## src/rtl/g_hamming_decoder_pipe.sv

```systemverilog
// Multi-lane SECDED Hamming decoder, 2-stage valid/ready pipe.
// Stage 1 registers codeword, syndrome, overall parity and corrEn.
// Stage 2 registers corrected outputs, flags and updates counters.
// In : clk, rst_n, inValid, dataIn, corrEn, outReady, cntClr
// Out: inReady, outValid, dataOut, dataOutWithECC, error,
//      uncorrectable, syndromeOut, corrCnt, uncorrCnt
module g_hamming_decoder_pipe #(
  parameter int p_dataSize = 10,
  parameter int p_lanes = 4,
  parameter int p_zeroWordDetection = 1,
  parameter int p_cntWidth = 16,
  // smallest K with 2**K >= p_dataSize+K+1, by iterating the bound
  localparam int K = $clog2(p_dataSize + 1 +
    $clog2(p_dataSize + 1 + $clog2(p_dataSize + 1))),
  localparam int W = p_dataSize + K + 1
) (
  input  logic                       clk,
  input  logic                       rst_n,
  input  logic                       inValid,
  output logic                       inReady,
  input  logic [p_lanes*W-1:0]       dataIn,
  input  logic                       corrEn,
  output logic                       outValid,
  input  logic                       outReady,
  output logic [p_lanes*p_dataSize-1:0] dataOut,
  output logic [p_lanes*W-1:0]       dataOutWithECC,
  output logic [p_lanes-1:0]         error,
  output logic [p_lanes-1:0]         uncorrectable,
  output logic [p_lanes*K-1:0]       syndromeOut,
  input  logic                       cntClr,
  output logic [p_cntWidth-1:0]      corrCnt,
  output logic [p_cntWidth-1:0]      uncorrCnt
);

  localparam int D = p_dataSize;
  localparam int LW = $clog2(p_lanes + 1);
  localparam int SW = p_cntWidth + LW;
  localparam logic [W-1:0] ONE = W'(1);

  // position (1-based) of the j-th data bit: j-th non-power-of-two
  function automatic int data_pos(input int j);
    int n;
    n = 0;
    data_pos = 0;
    for (int p = 1; p < W; p++) begin
      if ((p & (p - 1)) != 0) begin
        if (n == j) data_pos = p;
        n++;
      end
    end
  endfunction

  logic s1_valid, s2_valid, s1_adv, s2_adv;
  logic [p_lanes*W-1:0] s1_cw;
  logic [p_lanes*K-1:0] s1_syn, syn_in;
  logic [p_lanes-1:0] s1_par, par_in;
  logic s1_ce;

  assign s2_adv = !s2_valid || outReady;
  assign s1_adv = !s1_valid || s2_adv;
  assign inReady = s1_adv;
  assign outValid = s2_valid;

  always_comb begin
    syn_in = '0;
    par_in = '0;
    for (int l = 0; l < p_lanes; l++) begin
      par_in[l] = ^dataIn[l*W +: W];
      for (int i = 0; i < K; i++)
        for (int p = 1; p < W; p++)
          if (((p >> i) & 1) == 1)
            syn_in[l*K+i] = syn_in[l*K+i] ^ dataIn[l*W+p-1];
    end
  end

  always_ff @(posedge clk or negedge rst_n) begin
    if (!rst_n) begin
      s1_valid <= 1'b0;
      s1_cw <= '0;
      s1_syn <= '0;
      s1_par <= '0;
      s1_ce <= 1'b0;
    end else if (s1_adv) begin
      s1_valid <= inValid;
      if (inValid) begin
        s1_cw <= dataIn;
        s1_syn <= syn_in;
        s1_par <= par_in;
        s1_ce <= corrEn;
      end
    end
  end

  logic [p_lanes*D-1:0] dout_d;
  logic [p_lanes*W-1:0] dwe_d;
  logic [p_lanes-1:0] err_d, unc_d;
  logic [LW-1:0] ncorr, nunc;
  logic [W-1:0] cw, cw_o;
  logic [K-1:0] syn;
  logic par, zero, pfix, single, bad, dbl;

  always_comb begin
    dout_d = '0;
    dwe_d = '0;
    err_d = '0;
    unc_d = '0;
    ncorr = '0;
    nunc = '0;
    cw = '0;
    cw_o = '0;
    syn = '0;
    par = 1'b0;
    zero = 1'b0;
    pfix = 1'b0;
    single = 1'b0;
    bad = 1'b0;
    dbl = 1'b0;
    for (int l = 0; l < p_lanes; l++) begin
      cw = s1_cw[l*W +: W];
      syn = s1_syn[l*K +: K];
      par = s1_par[l];
      zero = (p_zeroWordDetection != 0) && (cw == '0);
      pfix = !zero && (syn == '0) && par;
      single = (syn != '0) && par && (int'(syn) <= W - 1);
      bad = (syn != '0) && par && (int'(syn) > W - 1);
      dbl = (syn != '0) && !par;
      cw_o = cw;
      unique case (1'b1)
        zero, bad, dbl: begin
          cw_o = '0;
          err_d[l] = 1'b1;
          unc_d[l] = 1'b1;
          nunc = nunc + LW'(1);
        end
        pfix: begin
          cw_o[W-1] = ~cw[W-1];
          err_d[l] = 1'b1;
          ncorr = ncorr + LW'(1);
        end
        single: begin
          err_d[l] = 1'b1;
          if (s1_ce) begin
            cw_o = cw ^ (ONE << (syn - 1'b1));
            ncorr = ncorr + LW'(1);
          end
        end
        default: ;
      endcase
      for (int j = 0; j < D; j++)
        dout_d[l*D+j] = cw_o[data_pos(j)-1];
      dwe_d[l*W +: W] = cw_o;
    end
  end

  always_ff @(posedge clk or negedge rst_n) begin
    if (!rst_n) begin
      s2_valid <= 1'b0;
      dataOut <= '0;
      dataOutWithECC <= '0;
      error <= '0;
      uncorrectable <= '0;
      syndromeOut <= '0;
    end else if (s2_adv) begin
      s2_valid <= s1_valid;
      if (s1_valid) begin
        dataOut <= dout_d;
        dataOutWithECC <= dwe_d;
        error <= err_d;
        uncorrectable <= unc_d;
        syndromeOut <= s1_syn;
      end
    end
  end

  logic [SW-1:0] corr_sum, unc_sum;
  logic [p_cntWidth-1:0] corr_nxt, unc_nxt;

  always_comb begin
    corr_sum = {{LW{1'b0}}, corrCnt} + {{p_cntWidth{1'b0}}, ncorr};
    unc_sum = {{LW{1'b0}}, uncorrCnt} + {{p_cntWidth{1'b0}}, nunc};
    corr_nxt = (|corr_sum[SW-1:p_cntWidth]) ? '1
                                             : corr_sum[p_cntWidth-1:0];
    unc_nxt = (|unc_sum[SW-1:p_cntWidth]) ? '1
                                           : unc_sum[p_cntWidth-1:0];
  end

  always_ff @(posedge clk or negedge rst_n) begin
    if (!rst_n) begin
      corrCnt <= '0;
      uncorrCnt <= '0;
    end else if (cntClr) begin
      corrCnt <= '0;
      uncorrCnt <= '0;
    end else if (s1_valid && s2_adv) begin
      corrCnt <= corr_nxt;
      uncorrCnt <= unc_nxt;
    end
  end

endmodule

```

## config.mk

```make
export PLATFORM = sky130hd
export DESIGN_NAME = g_hamming_decoder_pipe
export DESIGN_NICKNAME = d
export VERILOG_FILES = /design/src/rtl/g_hamming_decoder_pipe.sv
export SDC_FILE = /design/constraint.sdc
export NUM_CORES = 1
export LEC_CHECK = 0
export ABC_AREA = 1
export CAP_MARGIN = 20
export CORE_MARGIN = 8
export CORE_UTILIZATION = 50
export CTS_CLUSTER_DIAMETER = 80
export DETAILED_ROUTE_END_ITERATION = 7
export PLACE_DENSITY = 0.74
export SETUP_SLACK_MARGIN = 0.05
export SYNTH_ARGS = -nofsm -noshare
export SYNTH_HDL_FRONTEND = slang
export SYNTH_SLANG_ARGS = --single-unit
```

## constraint.sdc

```tcl
create_clock -name clk -period 9.3 [get_ports clk]
set_input_delay 1.86 -clock clk [delete_from_list [all_inputs] [get_ports clk]]
set_output_delay 1.86 -clock clk [all_outputs]
set_load 0.01 [all_outputs]
```

Yosys cells after proc, flatten, opt, wreduce, memory -nomap -nowiden --
Index checks and enable logic that the tools add are counted.
Word-level totals: register bits after elaboration 239, word-level logic and storage cells 245, input bits 66, output and inout bits 158
Operators by class: mux-type cells 38, bitwise gates (word level) 104, reduce and logical (&&, ||, !) cells 66, magnitude comparators 8, $add $sub $neg 12, shift-type cells 4
Operator list (number):
- $pmux W14 S2 | 4
- $mux W16 | 6
- $xor A1 B1 Y1 | 96
- $logic_not A15 Y1 | 4
- $mux W15 | 4
- $reduce_xor A15 Y1 | 4
- $shl A1 B4 Y15 const A | 4
- $xor A15 B15 Y15 | 4
- $add A16 B3 Y17 | 2
- $logic_and A1 B1 Y1 | 25
- $pmux W3 S2 | 4
- $reduce_or A5 Y1 | 4
- $reduce_or A3 Y1 | 6
- $gt A4 B4 Y1 const B | 4
- $le A4 B4 Y1 const B | 4
- $logic_not A4 Y1 | 4
- $reduce_bool A4 Y1 | 4
- $sub A4 B1 Y4 const B | 4
- $add A3 B1 Y3 const B | 5
- $mux W3 | 5
- $pmux W1 S3 | 4
- $logic_not A1 Y1 | 10
- $mux W1 | 10
- $not A1 Y1 | 4
- 5 further kinds | 7

Depth between registers and ports, before layout --
depth after elaboration 19, gate-level depth with buffers 27, depth with buffers taken out 26

Worst setup path after synthesis --
Ideal clock, no wire load.
kind input to output, start point in outReady, end point out inReady, data arrival time 2.044 ns, slack 5.396 ns, buffers on the path 0, cell stages on the path 2, cells stage by stage inv_1 nand3_1
Between the ends: longest elaborated chain between the ends 2
RTL lines:
- start, declared | line 24 | input logic outReady,
- $logic_or A1 B1 Y1 | line 59 | assign s2_adv = !s2_valid || outReady;
- $logic_or A1 B1 Y1 | line 60 | assign s1_adv = !s1_valid || s2_adv;
- end, declared | line 20 | output logic inReady,
No other way between the ends.

Worst setup path in the final report --
Ends and elaborated chain as after synthesis.

==> impl_metrics.ini <==
[outcome]
status = completed

[floorplan]
die_area_um2 = 29000
start_util_pct = 50.9
core_area_um2 = 23400
die_x_um = 170
die_y_um = 170
rows = 56
pin_count = 224

[critical_path]
cp.arrival_ps = 3050
path_class = in2out
crit_required_ps = 7440
cp-start-kind = primary input
end_kind = primary output
cp_max_fo = 3

[logic_synthesis]
synth-edff-count = 0
yosysUniqueCellTypes = 42
synth.area.top_cells = dfrtp_1, nand2_1, o21ai_0
ys_seq_area_share_pct = 41.8
ys_warn_count = 0
synth.most_common_cell = nand2_1
synthArstFlopShare_pct = 100
ys_ff_latch = 199
synth_top_cell_by_area = dfrtp_1
synthTopCellsByCount = nand2_1, dfrtp_1, inv_1, o21ai_0, nor2_1
synth.net_count = 1633
syn-cell-area_um2 = 11900
ys.flop_type = dfrtp_1
synth_top_area_share_pct = 41.8
postSynthAreaPerCell_um2 = 7.67
postSynthCellCount = 1553

[timing]
slew_headroom_pct = 39.7
fin_crit_ps = 4910
tightest_slew_ps = 904
fmaxAchievable_ghz = 0.204
drv_slew = 0
hold_viol_final = 0
worst_clock_skew_ps = 14.5
fin_crit_sh_pct = 52.8
rsz0062_at_grt = false
setup_tns_ps = 0
setup_viol = 0

[cells_and_area]
final_layout_size_suffix_gt1_share_pct = 5.10
postLayoutCoreUtil_pct = 62.8
layout.nets = 1792
syn2layout_area_growth_pct = 23.5
diodes = 0

[global_route]
grt_pass1_vias = 10500
grt-ovfl-total = 0
grt_usage_pct = 22.8
antenna_found_initial = 0
grt_max_degree = 102
grt_pass1_wl_um = 53600

[routing]
drt_iter0_drc = 1169
drt-total-wl_um = 33100
avgViaCountPerCell = 5.30
vias = 10800
drtAntennaViolNets = 0
drt-pass1-iter-count = 6
route.detailed.drc = 0
avgRoutedWirePerCell_um = 16.2

[power]
worst_ir_drop_vdd_mv = 0.141
p_leak_nw = 6.64
p_per_area_nw_per_um2 = 251

[clock_tree]
cts_buffer_depth = 2
hold_buffers = 0
cts_resized = 0
cts_num_sinks = 199
cts.reportedPaths.clkPinSlew_ps = 80
cts_made_buffers = 17
root_buffer = clkbuf_16
h-tree-depth = 4
clk_latency_ps = 430
cts_tree = built
cts_setup_buffers = 0

[placement]
place_congestion = 0.963
io_buffers = 223
hpwl_um = 24900

[run]
maxCapViolCount = 0

[hold_path]
hp-class = reg2reg
==> through the flow <==
step	setup WS (ps)	hold slack, ps	instances	total power [W]	cell area, µm²
2_1_floorplan	5400	475	1553	0.00223	11900
3_3_place_gp	4400	468	2011	0.00289	14100
3_5_place_dp	4390	474	2011	0.00292	14100
4_1_cts	4380	492	2043	0.00372	14700
5_1_grt	4230	513	2044	0.00394	14700
6_report	4390	490	2044	0.00370	14700
==> layer usage <==
metal  part of all wire, %  vias to the layer above  wire length, µm  GRT usage (%)
li1                      -                     5273                -              -
met1                    45                     5103            14800           30.8
met2                    47                      415            15700           37.5
met3                   6.4                       51             2130           4.22
met4                   1.5                        0              497           5.23
met5                     0                        -                0              0
==> where the power goes <==
group | internal (W) | total, W | switching (W) | leakage (nW)
registers | 0.00109 | 0.00132 | 0.000227 | 2.48
logic | 0.000737 | 0.00159 | 0.000857 | 3.86
clock network | 0.000443 | 0.000784 | 0.000341 | 0.300
total | 0.00227 | 0.00370 | 0.00143 | 6.64
==> worst max-delay path, stage by stage <==
cell and delay [ps]:
clkdlybuf4s50_1 450, inv_1 40, nand3_1 130, clkdlybuf4s50_1 570
==> cell type report <==
class	instances	area, µm²
inverter	150	566
fill	2119	8700
tap	319	399
clock buffer	20	457
multi-input combinational	1114	5840
sequential	199	4980
timing repair buffer	230	2300
clock inverter	12	165
==> path summary, 6_finish.rpt <==
path                                startpoint                  to  slack [ps]  cells past startpoint
worst max-delay path                  outReady             inReady        4390                      4
max in group asynchronous                rst_n           s1_par[3]        6550                      2
worst min-delay path            syndromeOut[4]      syndromeOut[4]         490                      2
min in group asynchronous                rst_n  dataOutWithECC[31]        1490                      1
worst max register to register        s1_cw[8]       uncorrCnt[15]        4710                     26
worst min register to register  syndromeOut[4]      syndromeOut[4]         490                      2
==> kinds of logic after synthesis <==
family / share of synthesized area, %
AO/OA/AOI/OAI: 12.3
XOR/XNOR: 10.7
adder cells (fa/ha/maj): 1.60
buffers and inverters: 9.15
flip-flops: 41.8
multiplexers: 0.0841
AND/OR/NAND/NOR: 24.3
==> sequential cells by signal, summed over array words and instances, names as in the netlist <==
name,flops
dataOutWithECC,60
s1_cw,60
s1_syn,16
syndromeOut,16
corrCnt,16
s1_valid,1
s1_par,4
s1_ce,1
outValid,1
uncorrCnt,16
uncorrectable,4
error,4
==> placed cells by master, fill, tap and decap left out, types with 13 or more instances in the layout <==
master / instances
clkbuf_16: 17
inv_1: 142
xor2_1: 71
dfrtp_1: 199
nor3_1: 13
o21ai_0: 143
nand2_1: 416
xnor2_1: 74
a21oi_1: 46
nand3_1: 101
nor2_1: 113
a31oi_1: 35
clkdlybuf4s50_1: 222
(Power assumes the default switching activity.)
